File: config.mk
export PLATFORM = sky130hd
export DESIGN_NAME = f2i_seq_flat
export DESIGN_NICKNAME = d
export VERILOG_FILES = /design/src/rtl/f2i_seq_pkg.sv /design/src/rtl/f2i_seq_if.sv /design/src/rtl/f2i_seq.sv /design/src/flat_wrapper.sv
export SDC_FILE = /design/constraint.sdc
export NUM_CORES = 1
export LEC_CHECK = 0
export CAP_MARGIN = 5
export CORE_MARGIN = 3
export CORE_UTILIZATION = 50
export DETAILED_ROUTE_END_ITERATION = 16
export GPL_ROUTABILITY_DRIVEN = 0
export PLACE_DENSITY_LB_ADDON = 0.05
export SETUP_SLACK_MARGIN = 0.1
export SYNTH_ARGS = -nofsm -noshare
export SYNTH_HDL_FRONTEND = slang
export SYNTH_SLANG_ARGS = --single-unit
File: constraint.sdc
create_clock -name clk -period 5.85 [get_ports clk]
set_clock_uncertainty 0.05 [all_clocks]
set_input_delay 1.4625 -clock clk [delete_from_list [all_inputs] [get_ports clk]]
set_output_delay 1.4625 -clock clk [all_outputs]
set_load 0.05 [all_outputs]
File: src/rtl/f2i_seq_pkg.sv
// Shared float/integer field definitions and the f2i_seq state type.
// The macro block is common with the ALU; the package carries widths and the FSM enum.
`ifndef F2I_DEFS_SVH
`define F2I_DEFS_SVH
`define WORD      15:0
`define FSign     15
`define FExp      14:7
`define FMant     6:0
`define INTMAX    16'h7fff
`define INTMIN    16'h8000
`define F2I_IDLE  2'd0
`define F2I_SHIFT 2'd1
`define F2I_DONE  2'd2
`endif

package f2i_seq_pkg;
    localparam int unsigned WordW  = 16;
    localparam int unsigned CountW = 3;

    typedef enum logic [1:0] {
        IDLE  = `F2I_IDLE,
        SHIFT = `F2I_SHIFT,
        DONE  = `F2I_DONE
    } f2iState_t;
endpackage

File: src/rtl/f2i_seq_if.sv
// Operand/result handshake bundle between the f2i unit and its producer/consumer.
interface f2i_seq_if;
    logic        in_valid;
    logic        in_ready;
    logic [15:0] in_data;
    logic        out_valid;
    logic        out_ready;
    logic [15:0] out_data;
    logic        out_sat;

    modport master (output in_valid, in_data, out_ready,
                    input  in_ready, out_valid, out_data, out_sat);
    modport slave  (input  in_valid, in_data, out_ready,
                    output in_ready, out_valid, out_data, out_sat);
endinterface

File: src/rtl/f2i_seq.sv
// Iterative float16 (1/8/7, biased exponent) to int16 converter: truncates toward zero,
// saturates at the int16 limits, shifts the significand one bit per cycle.
module f2i_seq
    import f2i_seq_pkg::*;
#(
    parameter int unsigned BIAS = 127
) (
    input  logic      clk,
    input  logic      reset,
    f2i_seq_if.slave  bus
);

    localparam logic [7:0] ExpMin = 8'(BIAS);
    localparam logic [7:0] ExpK0  = 8'(BIAS + 7);
    localparam logic [7:0] ExpTop = 8'(BIAS + 15);

    f2iState_t         state, stateNxt;
    logic [`WORD]      acc, accNxt;
    logic [CountW-1:0] count, countNxt;
    logic              shiftLeft, shiftLeftNxt;
    logic              neg, negNxt;
    logic [`WORD]      outData, outDataNxt;
    logic              outSat, outSatNxt;
    logic              outValid, outValidNxt;
    logic              inReady, inReadyNxt;

    logic              fSign;
    logic [7:0]        fExp;
    logic [6:0]        fMant;
    logic              isZero, isSat, isMin, isSpecial, kLeft, accept;
    logic [CountW-1:0] kMag;

    assign fSign     = bus.in_data[`FSign];
    assign fExp      = bus.in_data[`FExp];
    assign fMant     = bus.in_data[`FMant];
    assign accept    = bus.in_valid && inReady;
    assign isSpecial = isZero || isSat || isMin;

    // Operand classification: special classes bypass the shifter entirely.
    always_comb begin
        isZero = 1'b0;
        isSat  = 1'b0;
        isMin  = 1'b0;
        kLeft  = 1'b0;
        kMag   = '0;
        if (fExp == 8'd0 || fExp < ExpMin) begin
            isZero = 1'b1;
        end else if (fExp == 8'hff) begin
            isSat = 1'b1;
        end else if (fExp == ExpTop && fMant == 7'd0 && fSign) begin
            isMin = 1'b1;
        end else if (fExp >= ExpTop) begin
            isSat = 1'b1;
        end else if (fExp >= ExpK0) begin
            kLeft = 1'b1;
            kMag  = CountW'(fExp - ExpK0);
        end else begin
            kMag  = CountW'(ExpK0 - fExp);
        end
    end

    // State and datapath registers.
    always_ff @(posedge clk or posedge reset) begin
        if (reset) begin
            state     <= IDLE;
            acc       <= '0;
            count     <= '0;
            shiftLeft <= 1'b0;
            neg       <= 1'b0;
            outData   <= '0;
            outSat    <= 1'b0;
            outValid  <= 1'b0;
            inReady   <= 1'b1;
        end else begin
            state     <= stateNxt;
            acc       <= accNxt;
            count     <= countNxt;
            shiftLeft <= shiftLeftNxt;
            neg       <= negNxt;
            outData   <= outDataNxt;
            outSat    <= outSatNxt;
            outValid  <= outValidNxt;
            inReady   <= inReadyNxt;
        end
    end

    always_comb begin
        stateNxt = state;
        case (state)
            IDLE:    if (accept) stateNxt = isSpecial ? DONE : SHIFT;
            SHIFT:   if (count == '0) stateNxt = DONE;
            DONE:    if (bus.out_ready) stateNxt = IDLE;
            default: stateNxt = IDLE;
        endcase
    end

    always_comb begin
        accNxt       = acc;
        countNxt     = count;
        shiftLeftNxt = shiftLeft;
        negNxt       = neg;
        outDataNxt   = outData;
        outSatNxt    = outSat;
        case (state)
            IDLE: begin
                if (accept) begin
                    negNxt = fSign;
                    if (isZero) begin
                        outDataNxt = '0;
                        outSatNxt  = 1'b0;
                    end else if (isMin) begin
                        outDataNxt = `INTMIN;
                        outSatNxt  = 1'b0;
                    end else if (isSat) begin
                        outDataNxt = fSign ? `INTMIN : `INTMAX;
                        outSatNxt  = 1'b1;
                    end else begin
                        accNxt       = {8'd0, 1'b1, fMant};
                        countNxt     = kMag;
                        shiftLeftNxt = kLeft;
                    end
                end
            end
            SHIFT: begin
                if (count != '0) begin
                    accNxt   = shiftLeft ? {acc[14:0], 1'b0} : {1'b0, acc[15:1]};
                    countNxt = count - CountW'(1);
                end else begin
                    // Magnitude is at most 0x7F80, so negation cannot wrap.
                    outDataNxt = neg ? (~acc + WordW'(1)) : acc;
                    outSatNxt  = 1'b0;
                end
            end
            default: ;
        endcase
        outValidNxt = (stateNxt == DONE);
        inReadyNxt  = (stateNxt == IDLE);
    end

    assign bus.in_ready  = inReady;
    assign bus.out_valid = outValid;
    assign bus.out_data  = outData;
    assign bus.out_sat   = outSat;

endmodule

File: src/flat_wrapper.sv
// flat-port wrapper written by rule: the top's interface ports become plain ports
module f2i_seq_flat import f2i_seq_pkg::*;
#(
    parameter int unsigned BIAS = 127
)
  (clk, reset, bus_in_valid, bus_in_data, bus_out_ready, bus_in_ready, bus_out_valid, bus_out_data, bus_out_sat);
  f2i_seq_if bus_i ();
  input  logic clk;
  input  logic reset;
  input wire logic [$bits(bus_i.in_valid)-1:0] bus_in_valid;
  input wire logic [$bits(bus_i.in_data)-1:0] bus_in_data;
  input wire logic [$bits(bus_i.out_ready)-1:0] bus_out_ready;
  output wire logic [$bits(bus_i.in_ready)-1:0] bus_in_ready;
  output wire logic [$bits(bus_i.out_valid)-1:0] bus_out_valid;
  output wire logic [$bits(bus_i.out_data)-1:0] bus_out_data;
  output wire logic [$bits(bus_i.out_sat)-1:0] bus_out_sat;
  assign bus_i.in_valid = bus_in_valid;
  assign bus_i.in_data = bus_in_data;
  assign bus_i.out_ready = bus_out_ready;
  assign bus_in_ready = bus_i.in_ready;
  assign bus_out_valid = bus_i.out_valid;
  assign bus_out_data = bus_i.out_data;
  assign bus_out_sat = bus_i.out_sat;
  f2i_seq #(.BIAS(BIAS)) u_core (.clk(clk), .reset(reset), .bus(bus_i));
endmodule
==> flow_summary_export.csv, run 1 <==
group,metric,value,unit
finish,diodes,0,
global_route,grt_pass1_vias,1826,
power_and_ir_drop,vdd_ir_drop_max,231,uV
global_route,grt_max_degree,43,
power_and_ir_drop,clkPwrFrac,14.4,%
sta,timing.final.max_slew_violations,0,
synthesis,synth_area,2630,um2
worst_setup_path,crit_type,"in -> reg",
detailed_routing,drtIter0Drc,128,
detailed_routing,detail-route-antenna-nets,0,
clock_network,path_clk_slew,0.08,ns
finish,fillCellCount,447,
sta,tightestPinTransition,0.796,ns
finish,nets,333,
worst_setup_path,end_kind,"register",
detailed_routing,wl_per_cell,14.6,um
synthesis,synthAdderAreaFrac,3.33,%
worst_setup_path,startpoint_type,"input pin",
synthesis,synth_top_family_by_area,"compound AO/OA/AOI/OAI gates",
clock_network,cts_num_sinks,42,
detailed_routing,routed.top_layer,"met4",
finish,mostFrequentLayoutCells,"41 x dfrtp_1, 38 x clkdlybuf4s50_1, 30 x nand2_1",
synthesis,synth-edff-count,0,
global_route,overflow,0,
clock_network,post_cts_resized,0,
detailed_routing,met1_length,2.77,mm
worst_setup_path,crit_arrival,4.10,ns
floorplan,die_w,78.5,um
clock_network,tritoncts,"done",
synthesis,synthFlopType,"dfrtp_1",
finish,post-route-util,63.4,%
power_and_ir_drop,switchingPower,0.599,mW
clock_network,clock_latency,0.30,ns
finish,layout-drive-gt1-share,12.1,%
synthesis,synthArstFlopShare,100,%
detailed_routing,wl_met3,303,um
synthesis,yosys_warnings,0,
global_route,grt_usage,19.0,%
global_route,grt_first_pass_wirelength,9.27,mm
worst_setup_path,critPathRequiredTime,5.98,ns
synthesis,synth-xor-area-share,4.67,%
place,hpwl,3.84,mm
floorplan,die_h,78.5,um
clock_network,ctsHoldBuffers,0,
finish,layout_commonest_cell,"dfrtp_1",
clock_network,ctsLongestPathBuffers,2,
sta,fin_crit,3.97,ns
floorplan,placeableCoreArea,4910,um2
detailed_routing,vias,2078,
sta,post-route-period-util,67.8,%
floorplan,pin_count,39,
synthesis,yosys.area_share.simple,15.4,%
sta,rsz0062_at_grt,"no",
synthesis,yosysSeqAreaShare,40.0,%
synthesis,syn_area_per_cell,9.49,um2
worst_setup_path,crit_slowest_cell,"and2_1",
detailed_routing,wl,5.47,mm
synthesis,synth_fp_nets,304,
status,outcome,"finished, final reports clean",
clock_network,numCtsBuffers,5,
power_and_ir_drop,leakagePower,1.32,nW
sta,max-slew-margin-rel,46.9,%
clock_network,postCtsSetupRepairBufs,0,
sta,tns,0,ns
power_and_ir_drop,seq_power_share,37.0,%
worst_setup_path,cpPeakStageDelay,0.68,ns
synthesis,ys_ff_latch,42,
power_and_ir_drop,power_density,438,nW/um2
worst_setup_path,crit_chain,"clkdlybuf4s50_1 > or4b_2 > o211ai_1 > and2_1 > mux2_2",
sta,setup_viol,0,
detailed_routing,dr.pass1.iters,4,
place,portBuffers,38,
synthesis,synthCells,277,
clock_network,cts-root-buf,"clkbuf_8",
run,cap_violations,0,
synthesis,synth_mux_area_share,12.2,%
floorplan,num_rows,25,
power_and_ir_drop,p_int,0.766,mW
global_route,grt_antenna_before_repair,0,
detailed_routing,drc,0,
hold_path,hold_class,"reg -> reg",
detailed_routing,viasPerCell,5.56,
floorplan,dieArea,6160,um2
floorplan,start_util,53.5,%
sta,clock.fmax,252,MHz
synthesis,synth-compound-area-share,18.9,%
detailed_routing,met2WireLength,2.33,mm
power_and_ir_drop,combPwrFrac,48.6,%
power_and_ir_drop,switching_share,43.9,%
finish,syn_to_final_growth,18.6,%
synthesis,synth.distinct_cells,50,
worst_setup_path,crit_fanout,19,
sta,hold_viol,0,
sta,fin_hold_ws,0.451,ns
clock_network,cts-htree-levels,2,
-- cell families (layout without fill, tap and decap cells) --
group | count (synthesis) | count (layout)
simple gates | 77 | 77
xor+xnor | 14 | 14
buf+inv | 30 | 60
mux | 30 | 30
compound gates | 77 | 77
flops | 42 | 42
fa+ha+maj | 7 | 7
-- critical path, delay by kind of cell --
kind,cells,cell delay (ns)
AO/OA/AOI/OAI,1,0.26
buffers and inverters,1,0.61
multiplexers,1,0.41
AND/OR/NAND/NOR,2,1.35
-- per-layer routing --
layer | global-route usage, % | up-vias
met3 | 3.67 | 4
met4 | 6.29 | 0
met1 | 29.1 | 967
met5 | 0 | -
li1 | - | 1055
met2 | 26.8 | 52
-- area by class of cell --
| cell class | instances | area, um2 | share of cell area (%) |
|---|---|---|---|
| Clock inverter | 1 | 5.00 | 0.161 |
| Multi-Input combinational cell | 205 | 1440 | 46.3 |
| Tap cell | 67 | 83.8 | 2.69 |
| Sequential cell | 42 | 1050 | 33.8 |
| Clock buffer | 7 | 86.3 | 2.77 |
| Inverter | 11 | 41.3 | 1.33 |
| Timing Repair Buffer | 41 | 403 | 12.9 |
-- state kept, by name (all words and copies together), names as in the netlist, 2 cells and up --
signal and count:
u_core.count 3, u_core.bus.out_data 16, u_core.state 2, u_core.acc 16
-- worst paths after layout --
path | from | endpoint | slack (ns) | cells after the start
setup / recovery | bus_in_data[14] | u_core.bus.out_data[15] | 1.88 | 5
hold reg to reg | u_core.count[1] | u_core.count[1] | 0.45 | 2
setup reg to reg | u_core.state[0] | u_core.acc[7] | 3.41 | 6
min in group asynchronous | reset | u_core.bus.out_data[4] | 1.55 | 3
max in group asynchronous | reset | u_core.acc[10] | 3.83 | 3
hold / removal | u_core.count[1] | u_core.count[1] | 0.45 | 2
-- power groups by stage --
stage                     Clock, mW  Sequential (mW)  Combinational, mW
after floorplan                   0            0.634              0.373
after global placement            0            0.506              0.660
after detailed placement          0            0.510              0.668
after CTS                     0.201            0.504              0.669
after global routing          0.213            0.522              0.720
final                         0.196            0.505              0.664
-- synthesized netlist by cell type (2+ instances only) --
master,n,area [um2]
dfrtp_1,41,1030
nand2_1,30,113
o21ai_0,29,145
mux2_2,16,180
mux2i_1,14,140
nor2_1,14,52.6
clkbuf_1,13,48.8
a21oi_1,12,60.1
o31ai_1,12,90.1
inv_1,11,41.3
xor2_1,10,87.6
ha_1,7,87.6
o21a_1,4,30.0
o41ai_1,4,35.0
xnor2_1,4,35.0
a211oi_1,3,22.5
a31oi_1,3,18.8
and2_1,3,18.8
buf_6,3,33.8
nor2b_1,3,18.8
or3_1,3,18.8
or4_1,3,22.5
a221o_1,2,20.0
nand3_1,2,10.0
nand4_1,2,12.5
nor3_1,2,10.0
nor4_1,2,12.5
o211ai_1,2,15.0
or2_2,2,12.5
-- through the flow --
step                      power, mW  setup slack (ns)  cells  cell area, um2
after detailed placement       1.18              1.57    366            3020
final                          1.37              1.88    374            3120
after global routing           1.46              1.78    374            3120
after floorplan                1.01              2.58    277            2630
after global placement         1.17              1.63    366            3020
after CTS                      1.37              1.89    374            3120
Power figures use the tool's default switching activity.
==> run 2: changes to the inputs <==
Clock period 5.85 ns to 3.92 ns, I/O delays scaled along.
==> flow_summary_export.csv, run 2 (same netlist as run 1, synthesis figures left out) <==
group,metric,value,unit
place,hpwl,4.00,mm
worst_setup_path,crit_family,"buffers and inverters",
worst_setup_path,end_kind,"register",
detailed_routing,met2WireLength,2.37,mm
finish,stdcell_area,3140,um2
floorplan,start_util,53.5,%
worst_setup_path,critPathRequiredTime,4.05,ns
worst_setup_path,crit_fanout,19,
detailed_routing,detail-route-antenna-nets,0,
power_and_ir_drop,leakagePower,1.33,nW
finish,post-route-util,63.9,%
floorplan,num_rows,25,
detailed_routing,met1_length,2.82,mm
global_route,grt_antenna_before_repair,0,
worst_setup_path,cpPeakStageDelay,0.68,ns
detailed_routing,dr.pass1.iters,4,
power_and_ir_drop,vdd_ir_drop_max,278,uV
clock_network,clock_latency,0.30,ns
global_route,overflow,0,
floorplan,dieArea,6160,um2
worst_setup_path,crit_arrival,3.33,ns
finish,syn_to_final_growth,19.4,%
floorplan,die_h,78.5,um
sta,timing.final.max_slew_violations,0,
clock_network,numCtsBuffers,5,
hold_path,hold_class,"reg -> reg",
sta,fin_crit,3.19,ns
worst_setup_path,worstReg2RegStart,"u_core.acc[6]",
sta,setup_viol,0,
floorplan,die_w,78.5,um
global_route,grt_usage,19.3,%
power_and_ir_drop,finalPower,2.04,mW
status,outcome,"finished, final reports clean",
clock_network,ctsHoldBuffers,0,
hold_path,hp-start,"u_core.count[1]",
detailed_routing,drtIter0Drc,155,
sta,hold_viol,0,
worst_setup_path,crit_slowest_cell,"or4b_2",
detailed_routing,vias,2118,
sta,tns,0,ns
place,dpl_cell_area,3050,um2
clock_network,path_clk_slew,0.08,ns
detailed_routing,wl_met3,255,um
finish,nets,336,
worst_setup_path,worst-path-buf-inv,2,
clock_network,cts-root-buf,"clkbuf_8",
detailed_routing,drc,0,
floorplan,pin_count,39,
global_route,grt_max_degree,42,
detailed_routing,wl_per_cell,14.6,um
clock_network,postCtsSetupRepairBufs,0,
sta,tightestPinTransition,0.819,ns
sta,clock.fmax,313,MHz
sta,post-route-period-util,81.5,%
finish,mostFrequentLayoutCells,"41 x dfrtp_1, 38 x clkdlybuf4s50_1, 30 x nand2_1",
worst_setup_path,crit_chain,"clkdlybuf4s50_1 > or4b_2 > o211ai_1 > and2_1 > buf_4 > mux2_2",
run,cap_violations,0,
floorplan,placeableCoreArea,4910,um2
finish,layout-drive-gt1-share,13.2,%
clock_network,cts-htree-levels,2,
worst_setup_path,startpoint_type,"input pin",
global_route,grt_pass1_vias,1884,
detailed_routing,viasPerCell,5.62,
clock_network,cts_num_sinks,42,
place,portBuffers,38,
clock_network,ctsLongestPathBuffers,2,
finish,layout_commonest_cell,"dfrtp_1",
worst_setup_path,crit_type,"in -> reg",
clock_network,post_cts_resized,0,
power_and_ir_drop,power_density,650,nW/um2
finish,diodes,0,
detailed_routing,wl,5.49,mm
detailed_routing,routed.top_layer,"met4",
sta,rsz0062_at_grt,"no",
global_route,grt_first_pass_wirelength,9.40,mm
worst_setup_path,startpoint,"bus_in_data[14]",
sta,max-slew-margin-rel,45.2,%
clock_network,tritoncts,"done",
## run 2: cell types whose count changed in the layout (fill, tap and decap cells not counted), sizes merged
cell      previous run  this run
buf                  3         6
clkbuf               7         5
clkinv               1         2
clkinvlp             0         1
## run 2: worst reg2reg max path, delay by kind of cell, from the launching register on
kind | cells | cell delay, ns
AOI/OAI and AO/OA | 2 | 0.48
DFF | 1 | 0.48
and+or+nand+nor | 2 | 1.17
xor gates and xnor gates | 1 | 0.10
## run 2: final timing paths
path | depth (start not counted) | end | slack, ns
max | 6 | u_core.bus.out_data[10] | 0.73
min | 2 | u_core.count[1] | 0.45
max reg2reg | 5 | u_core.bus.out_data[14] | 1.53
min reg2reg | 2 | u_core.count[1] | 0.45
max in group asynchronous | 3 | u_core.acc[12] | 2.06
min in group asynchronous | 2 | u_core.acc[3] | 1.09
## run 2: final cells by class
type / instances / area (um2)
Fill cell: 456 / 1770
Tap cell: 67 / 83.8
Clock buffer: 5 / 68.8
Timing Repair Buffer: 44 / 425
Multi-Input combinational cell: 205 / 1440
Clock inverter: 3 / 21.3
Sequential cell: 42 / 1050
Inverter: 11 / 41.3
## run 2: stage by stage
| step | hold WS (ns) | worst slack, ns | std cells |
|---|---|---|---|
| global placement | 0.428 | 0.442 | 369 |
| global route | 0.475 | 0.544 | 377 |
| detailed placement | 0.435 | 0.407 | 369 |
| floorplan | 0.400 | 1.13 | 277 |
| CTS | 0.453 | 0.733 | 377 |
| finish | 0.450 | 0.727 | 377 |
## run 2: layer usage
layer  up-vias  global-route usage (%)
met5         -                       0
met4         0                    6.29
met3         4                    3.10
met2        57                    27.3
met1       993                    29.6
li1       1064                       -
## run 2: power by group
| part | internal [mW] | total (mW) | switching [mW] |
|---|---|---|---|
| Combinational | 0.435 | 1.00 | 0.565 |
| Clock | 0.125 | 0.283 | 0.158 |
| Sequential | 0.575 | 0.756 | 0.182 |
